==> src/rtl/rr_arb_mux.sv <==
// rr_arb_mux: N:1 arbitrating multiplexer with valid/ready on every side.
// One requester is granted per cycle (round-robin or fixed priority) and its
// word is captured in a single-entry output buffer, so the output is fully
// registered and a new word can load in the same cycle the old one drains.
module rr_arb_mux #(
  parameter int NUM_IN  = 4,
  parameter int WIDTH   = 32,
  parameter int RR_MODE = 1,
  parameter int SEL_W   = (NUM_IN > 1) ? $clog2(NUM_IN) : 1
) (
  input  logic                    clk,
  input  logic                    rst,
  input  logic [NUM_IN*WIDTH-1:0] in_data,
  input  logic [NUM_IN-1:0]       in_valid,
  output logic [NUM_IN-1:0]       in_ready,
  output logic [WIDTH-1:0]        out_data,
  output logic [SEL_W-1:0]        out_sel,
  output logic                    out_valid,
  input  logic                    out_ready
);

  // Buffer and pointer state.
  logic [WIDTH-1:0]  data_q, data_d;
  logic [SEL_W-1:0]  sel_q, sel_d;
  logic              valid_q, valid_d;
  logic [SEL_W-1:0]  ptr_q, ptr_d;

  // Arbitration results.
  logic              load_en_s;
  logic [NUM_IN-1:0] grant_s;
  logic              found_s;
  logic [SEL_W-1:0]  gnt_idx_s;
  logic [SEL_W:0]    dist_s;
  logic [SEL_W:0]    best_dist_s;
  logic [WIDTH-1:0]  win_data_s;

  // The buffer may accept a word when empty or when its word leaves this cycle.
  assign load_en_s = !valid_q || out_ready;

  // Grant search: each channel's distance from ptr (or its index in fixed
  // priority mode) is its priority; the valid channel with the smallest wins.
  always_comb begin
    found_s     = 1'b0;
    gnt_idx_s   = '0;
    best_dist_s = '0;
    dist_s      = '0;
    for (int i = 0; i < NUM_IN; i++) begin
      if (RR_MODE != 0) begin
        if ((SEL_W+1)'(i) >= {1'b0, ptr_q}) begin
          dist_s = (SEL_W+1)'(i) - {1'b0, ptr_q};
        end else begin
          dist_s = (SEL_W+1)'(i) + (SEL_W+1)'(NUM_IN) - {1'b0, ptr_q};
        end
      end else begin
        dist_s = (SEL_W+1)'(i);
      end
      if (in_valid[i] && (!found_s || (dist_s < best_dist_s))) begin
        found_s     = 1'b1;
        best_dist_s = dist_s;
        gnt_idx_s   = SEL_W'(i);
      end else begin
        found_s     = found_s;
      end
    end
  end

  // One-hot grant vector and the winning channel's data.
  always_comb begin
    grant_s    = '0;
    win_data_s = '0;
    for (int i = 0; i < NUM_IN; i++) begin
      grant_s[i] = found_s && (gnt_idx_s == SEL_W'(i));
      if (grant_s[i]) begin
        win_data_s = in_data[i*WIDTH +: WIDTH];
      end else begin
        win_data_s = win_data_s;
      end
    end
  end

  // Accept strobes are independent of in_data and held low while in reset.
  assign in_ready = {NUM_IN{load_en_s && !rst}} & grant_s;

  // Next-state for the output buffer and the round-robin pointer.
  always_comb begin
    data_d  = data_q;
    sel_d   = sel_q;
    valid_d = valid_q;
    ptr_d   = ptr_q;
    if (load_en_s) begin
      if (found_s) begin
        data_d  = win_data_s;
        sel_d   = gnt_idx_s;
        valid_d = 1'b1;
        if (RR_MODE != 0) begin
          if (gnt_idx_s == SEL_W'(NUM_IN - 1)) begin
            ptr_d = '0;
          end else begin
            ptr_d = gnt_idx_s + SEL_W'(1);
          end
        end else begin
          ptr_d = ptr_q;
        end
      end else begin
        valid_d = 1'b0;
      end
    end else begin
      valid_d = valid_q;
    end
  end

  // State registers with synchronous reset; a buffered word is dropped on reset.
  always_ff @(posedge clk) begin
    if (rst) begin
      data_q  <= '0;
      sel_q   <= '0;
      valid_q <= 1'b0;
      ptr_q   <= '0;
    end else begin
      data_q  <= data_d;
      sel_q   <= sel_d;
      valid_q <= valid_d;
      ptr_q   <= ptr_d;
    end
  end

  assign out_data  = data_q;
  assign out_sel   = sel_q;
  assign out_valid = valid_q;

endmodule

==> config.mk <==
export PLATFORM = sky130hd
export DESIGN_NAME = rr_arb_mux
export DESIGN_NICKNAME = d
export VERILOG_FILES = /design/src/rtl/rr_arb_mux.sv
export SDC_FILE = /design/constraint.sdc
export NUM_CORES = 1
export LEC_CHECK = 0
export CORE_ASPECT_RATIO = 1.75
export CORE_MARGIN = 2
export CORE_UTILIZATION = 34
export CTS_CLUSTER_SIZE = 20
export DETAILED_ROUTE_END_ITERATION = 8
export PLACE_DENSITY = 0.89
export SLEW_MARGIN = 20
export SYNTH_ARGS = -nofsm -noshare
export SYNTH_HDL_FRONTEND = slang
export SYNTH_SLANG_ARGS = --single-unit
==> constraint.sdc <==
create_clock -name clk -period 4.3 [get_ports clk]
set_input_delay 0.645 -clock clk [delete_from_list [all_inputs] [get_ports clk]]
set_output_delay 0.645 -clock clk [all_outputs]
set_load 0.02 [all_outputs]
* Word level (Yosys, flattened, before mapping)
Cells that the tools add are included.
W data, S select, Z words.
** Storage, ports and cells
- Memories kept :: 0
- Logic and storage cells :: 60
- Bits in writable memories :: 0
- Input bits :: 135
- Register bits :: 37
- ROM bits :: 0
- Latch bits :: 0
- Output and inout bits :: 39
** Cells by class
- Equal/unequal tests :: 3
- $lt $le $gt $ge :: 6
- Shifts and indexed selects :: 0
- Mux-type cells :: 19
- Reductions and logical operators :: 19
- Divide/modulo/power cells :: 0
- Add/sub/neg operators :: 8
- Bitwise logic cells :: 1
- Multiply operators :: 0
** Operators with widths (number)
- $mux W32 :: 4
- $mux W3 :: 6
- $lt A3 B3 Y1 :: 3
- $sub A3 B2 Y3 const A :: 3
- $logic_and A1 B1 Y1 :: 8
- $mux W1 :: 6
- $mux W2 :: 3
- $sub A1 B2 Y3 const A :: 2
- $sub A2 B2 Y3 const A :: 2
- $logic_not A1 Y1 :: 5
- $and A4 B4 Y4 :: 1
- $eq A2 B2 Y1 const B :: 2
- $ge A1 B2 Y1 const A :: 2
- $logic_or A1 B1 Y1 :: 4
- $add A2 B1 Y2 const B :: 1
- $eq A2 B1 Y1 const B :: 1
- $ge A2 B2 Y1 const A :: 1
- $logic_not A2 Y1 :: 1
- $reduce_and A2 Y1 :: 1

* Depth between registers and ports, before layout
Gate-level depths: netlist of the first run.
- Depth after elaboration :: 21
- Gate-level depth with buffers :: 24
- Depth with buffers taken out :: 22

* Least setup slack after synthesis of the first run
OpenSTA, ideal clock, no wires.
- Path type :: reg2out
- Start :: register ptr_q[0]
- End :: output port in_ready[0]
- Slack :: -624 ps
- Cell stages (with the launch flop) :: 20
- Arrival time :: 4279 ps
- Required time :: 3655 ps
- Cells stage by stage :: dfxtp_1 -> inv_1 -> ha_1 -> o211ai_1 -> nand3_1 -> nor2_1 -> a31oi_1 -> ha_1 -> nand2_1 -> o221ai_1 -> o21ai_0 -> ha_1 -> a21boi_0 -> a311o_1 -> o31ai_1 -> nor3_1 -> ha_1 -> and2_1 -> clkbuf_1 -> nor2b_1
** On the way
- Longest elaborated chain between the ends :: 18
- Elaborated cells between the ends (all ways) :: 36
** RTL lines
- from (decl) :: line 26 : logic [SEL_W-1:0] ptr_q, ptr_d;
- from (signal assigned) :: line 123 : ptr_q <= ptr_d;
- $sub A3 B2 Y3, or another cell as far along :: line 52 : dist_s = (SEL_W+1)'(i) + (SEL_W+1)'(NUM_IN) - {1'b0, ptr_q};
- $mux W3 :: line 49 : if ((SEL_W+1)'(i) >= {1'b0, ptr_q}) begin
- $mux W3 :: line 57 : if (in_valid[i] && (!found_s || (dist_s < best_dist_s))) begin
- $lt A3 B3 Y1 :: line 57
- $logic_or A1 B1 Y1 :: line 57
- $logic_and A1 B1 Y1 :: line 57
- $mux W3 / $mux W1 (equally long branches) :: line 57
- $lt A3 B3 Y1 / $logic_not A1 Y1 (equally long branches) :: line 57
- [... 2 more ...]
- $mux W3 / $mux W1 (equally long branches) :: line 57
- $lt A3 B3 Y1 / $logic_not A1 Y1 (equally long branches) :: line 57
- $logic_or A1 B1 Y1 :: line 57
- $logic_and A1 B1 Y1 :: line 57
- $mux W2 :: line 57
- $logic_not A2 Y1 :: line 72 : grant_s[i] = found_s && (gnt_idx_s == SEL_W'(i));
- $logic_and A1 B1 Y1 * :: line 72
- $and A4 B4 Y4 * :: line 82 : assign in_ready = {NUM_IN{load_en_s && !rst}} & grant_s;
- to (decl) :: line 15 : output logic [NUM_IN-1:0] in_ready,
Every way passes the cells marked *; elsewhere a longest branch is shown, timed or not.

* Worst setup path in the final report of the first run
Same ends and word-level chain as after synthesis.

==> results.json, run 1 <==
{
  "yosysMostFrequentCell": "sky130_fd_sc_hd__dfxtp_1",
  "pin_count_of_the_biggest_net_entering_global_routing": 41,
  "worst-path-stages": 19,
  "place.gp.congestion": 0.870,
  "grt_pass1_vias": 3885,
  "min_path_cells": 2,
  "drive_above_1_share_pct": 22.2,
  "die-height_um": 125,
  "setup_tns_ns": -0.200,
  "dp_hpwl_um": 8930,
  "worst_r2r_path_depth": 21,
  "syn2layout_area_growth_pct": 87.0,
  "drt_drc_violations_left": 0,
  "post_synth_inst_count": 358,
  "numClockSinks": 37,
  "coreArea_um2": 8200,
  "route.vias.total": 3929,
  "cpLargestDelayFamily": "compound AO/OA/AOI/OAI gates",
  "start_kind": "register",
  "port_buffers": 173,
  "ys_ff_latch": 37,
  "place_worst_setup_slack_ns": -0.861,
  "max-clock-path-buffers": 2,
  "clock_skew_ns": 0.00443,
  "final.setup.worst_slack_ns": -0.132,
  "fmax_ghz": 0.226,
  "worstPathMaxFanout": 3,
  "synth.top_cells.by_count": "37 x sky130_fd_sc_hd__dfxtp_1, 34 x sky130_fd_sc_hd__nor2_1, 33 x sky130_fd_sc_hd__o21ai_0",
  "cellPowerDensity_nw_per_um2": 681,
  "r2r_setup_slack_ns": 0.09,
  "violations": "negative setup slack",
  "number_of_optimization_iterations_in_the_first_detailed_route_pass": 5,
  "vias_per_cell": 6.04,
  "dp.cells": 628,
  "cell_repeated_most_along_the_worst_path": "sky130_fd_sc_hd__ha_4",
  "synth_ff_type": "sky130_fd_sc_hd__dfxtp_1",
  "required_ns": 3.65,
  "post_cts_hold_buffer_count": 0,
  "clock_tree.root_cell": "sky130_fd_sc_hd__clkbuf_16",
  "ctsHtreeMaxLevel": 2,
  "synth.avg_cell_area_um2": 7.95,
  "yosys_warnings": 0,
  "count_of_final_max_slew_check_failures": 0,
  "final-setup-viol-count": 2,
  "row_count": 44,
  "critical-path-max-stage-delay_ns": 0.36,
  "final-instance-count-excl-fill": 651,
  "wire_per_inst_um": 20.1,
  "grt_pass1_wl_um": 19100,
  "design.die.area_um2": 9140,
  "crit_buf_inv": 2,
  "vdd_ir_drop_max_v": 0.000320,
  "worst_path_max_delay_cell": "sky130_fd_sc_hd__dfxtp_2",
  "hold_path_class": "reg -> reg",
  "synthesis.nets": 501,
  "layout.cell_area.non_filler_um2": 5320,
  "design.portCount": 174,
  "worstSkewPairLatency_ns": 0.28,
  "synth_top_cells_by_area": "sky130_fd_sc_hd__dfxtp_1 26%, sky130_fd_sc_hd__o22ai_2 8.8%, sky130_fd_sc_hd__a311o_1 8.1%",
  "synth.top_cell.area_share_pct": 26.0,
  "path_cells": "inv_2 > ha_4 > o211ai_1 > nand3_2 > nor2_4 > a31oi_4 > ha_4 > nand2_4 > o221ai_4 > o21ai_2 > ha_4 > a21boi_2 > a311o_1 > o31ai_4 > nor3_4 > ha_2 > and2_4 > nor2b_4 > buf_6",
  "critPathArrivalTime_ns": 3.79,
  "numCtsBuffers": 5,
  "yosysTopAreaCell": "sky130_fd_sc_hd__dfxtp_1",
  "track_usage_pct": 26.2,
  "tightest_slew_ns": 0.767,
  "post-route-period-util_pct": 103,
  "cts_tree": "done",
  "antenna-diode-count": 0,
  "drt_wl_total_um": 13100,
  "detailed_place.area_um2": 4900,
  "total_congestion_overflow": 0,
  "path_clk_slew_ns": 0.06,
  "finalNetCount": 701,
  "number_of_drc_markers_in_iteration_0": 228,
  "chipWidth_um": 73.2,
  "cellLeakagePower_uw": 0.00204,
  "layout.core_utilization_pct": 64.9,
  "initial_core_util_pct": 34.7,
  "synth.distinct_cells": 44,
  "synth_async_sr_flop_share_pct": 0,
  "synth-edff-count": 0,
  "sequential_to_total_area_share_from_yosys_stat_pct": 26.0,
  "synth_area_um2": 2850,
  "drtAntennaViolNets": 0,
  "critPathKind": "reg -> out",
  "slew_headroom_pct": 48.7,
  "grt_setup_unrepaired": "yes",
  "final_count_of_hold_timing_violations": 0,
  "post-route-min-period_ns": 4.43,
  "max_capacitance_violation_count": 0,
  "outcome": "finished, violations left",
  "grt_antenna_before_repair": 0,
  "worstSetupEndpointType": "output port"
}
## logic make-up (layout without fill, tap and decap cells)
family / Yosys count / in the layout / synth area share (%)
adders and majority gates: 8 / 8 / 3.52
DFF: 37 / 37 / 26.0
buffers and inverters: 40 / 240 / 6.38
AOI/OAI and AO/OA: 154 / 154 / 42.0
and+or+nand+nor: 119 / 120 / 22.1
## cell type report
cell class,instances,area (um2)
clock buffer,5,125
inverter,7,26.3
timing repair buffer,225,2140
clock inverter,3,17.5
sequential,37,746
fill,668,2880
multi-input combinational,282,2150
tap,92,115
## worst reg2reg max path: stages (launching register included)
cell                       delay [ns]
sky130_fd_sc_hd__dfxtp_2         0.36
sky130_fd_sc_hd__inv_2           0.05
sky130_fd_sc_hd__ha_4            0.21
sky130_fd_sc_hd__o211ai_1        0.20
sky130_fd_sc_hd__nand3_2         0.18
sky130_fd_sc_hd__nor2_4          0.17
sky130_fd_sc_hd__a31oi_4         0.06
sky130_fd_sc_hd__ha_4            0.30
sky130_fd_sc_hd__nand2_4         0.06
sky130_fd_sc_hd__o221ai_4        0.22
sky130_fd_sc_hd__o21ai_2         0.11
sky130_fd_sc_hd__ha_4            0.27
sky130_fd_sc_hd__a21boi_2        0.15
sky130_fd_sc_hd__a311o_1         0.21
sky130_fd_sc_hd__o31ai_4         0.13
sky130_fd_sc_hd__nor3_4          0.23
sky130_fd_sc_hd__inv_1           0.10
sky130_fd_sc_hd__ha_4            0.17
sky130_fd_sc_hd__buf_6           0.19
sky130_fd_sc_hd__and2_2          0.29
sky130_fd_sc_hd__a221oi_1        0.30
sky130_fd_sc_hd__a211oi_1        0.13
## path summary, 6_finish.rpt
| check | from | end |
|---|---|---|
| worst max-delay path | ptr_q[0]$_SDFFE_PP0P_ | in_ready[0] |
| worst max register to register | ptr_q[0]$_SDFFE_PP0P_ | out_data[18]$_SDFFE_PP0P_ |
| worst min register to register | out_sel[0]$_SDFFE_PP0P_ | out_sel[0]$_SDFFE_PP0P_ |
| worst min-delay path | out_sel[0]$_SDFFE_PP0P_ | out_sel[0]$_SDFFE_PP0P_ |
## layout by cell type, fill, tap and decap left out, drive strengths merged, types with 2 or more instances in the layout
cell	instances
clkdlybuf4s50	167
buf	55
dfxtp	37
nor2	35
o21ai	35
a21oi	28
nand2	26
o22ai	24
a311o	23
and3	23
a211oi	11
nand3b	10
a32oi	9
a221oi	9
ha	8
inv	7
nand2b	6
clkbuf	6
and2	5
nor2b	4
a21boi	3
nor3	3
nand3	3
a31oi	3
or3b	2
clkinv	2
dlygate4sd2	2
o221a	2
## per-layer routing
layer / global-route usage, % / up-vias / part of all wire, %
met5: 0 / - / 0
met4: 13.3 / 0 / 4.3
met3: 3.22 / 52 / 5.7
met2: 47.3 / 194 / 53
met1: 28.7 / 1897 / 37
li1: - / 1786 / -
## where the power goes
group          leakage [uW]  switching, uW  internal, uW
sequential         0.000307            103           507
combinational       0.00166           1360          1290
clock             0.0000696            153           213
total               0.00204           1610          2010
## registers in the layout (all words and copies together), names as in the netlist
signal,cells
out_valid,1
out_data,32
ptr_q,2
out_sel,2
## metrics by stage
step | hold WS (ns) | total power, uW
floorplan | 0.571 | 1990
finish | 0.525 | 3630
CTS | 0.526 | 3340
global route | 0.561 | 3820
global placement | 0.500 | 2790
detailed placement | 0.513 | 2870
## what timing repair did
item / 4_1_cts / 5_1_grt
buffers inserted: 9 / 5
gates resized for setup: 34 / 24
endpoints found under the setup margin: 36 / 36
pin swaps: 16 / 14
gates cloned: 0 / 1
No activity file was read; power rests on OpenSTA's default activity.
==> inputs of run 2 (changes only) <==
--- a/config.mk
+++ b/config.mk
@@ -8,8 +8,10 @@
 export CORE_ASPECT_RATIO = 1.75
 export CORE_MARGIN = 2
 export CORE_UTILIZATION = 34
+export CTS_CLUSTER_DIAMETER = 40
 export CTS_CLUSTER_SIZE = 20
 export DETAILED_ROUTE_END_ITERATION = 8
+export HOLD_SLACK_MARGIN = 0.06
 export PLACE_DENSITY = 0.89
 export SLEW_MARGIN = 20
 export SYNTH_ARGS = -nofsm -noshare
==> results of run 2 <==
Same layout as run 1: the final DEF is identical, and so are final timing and power.
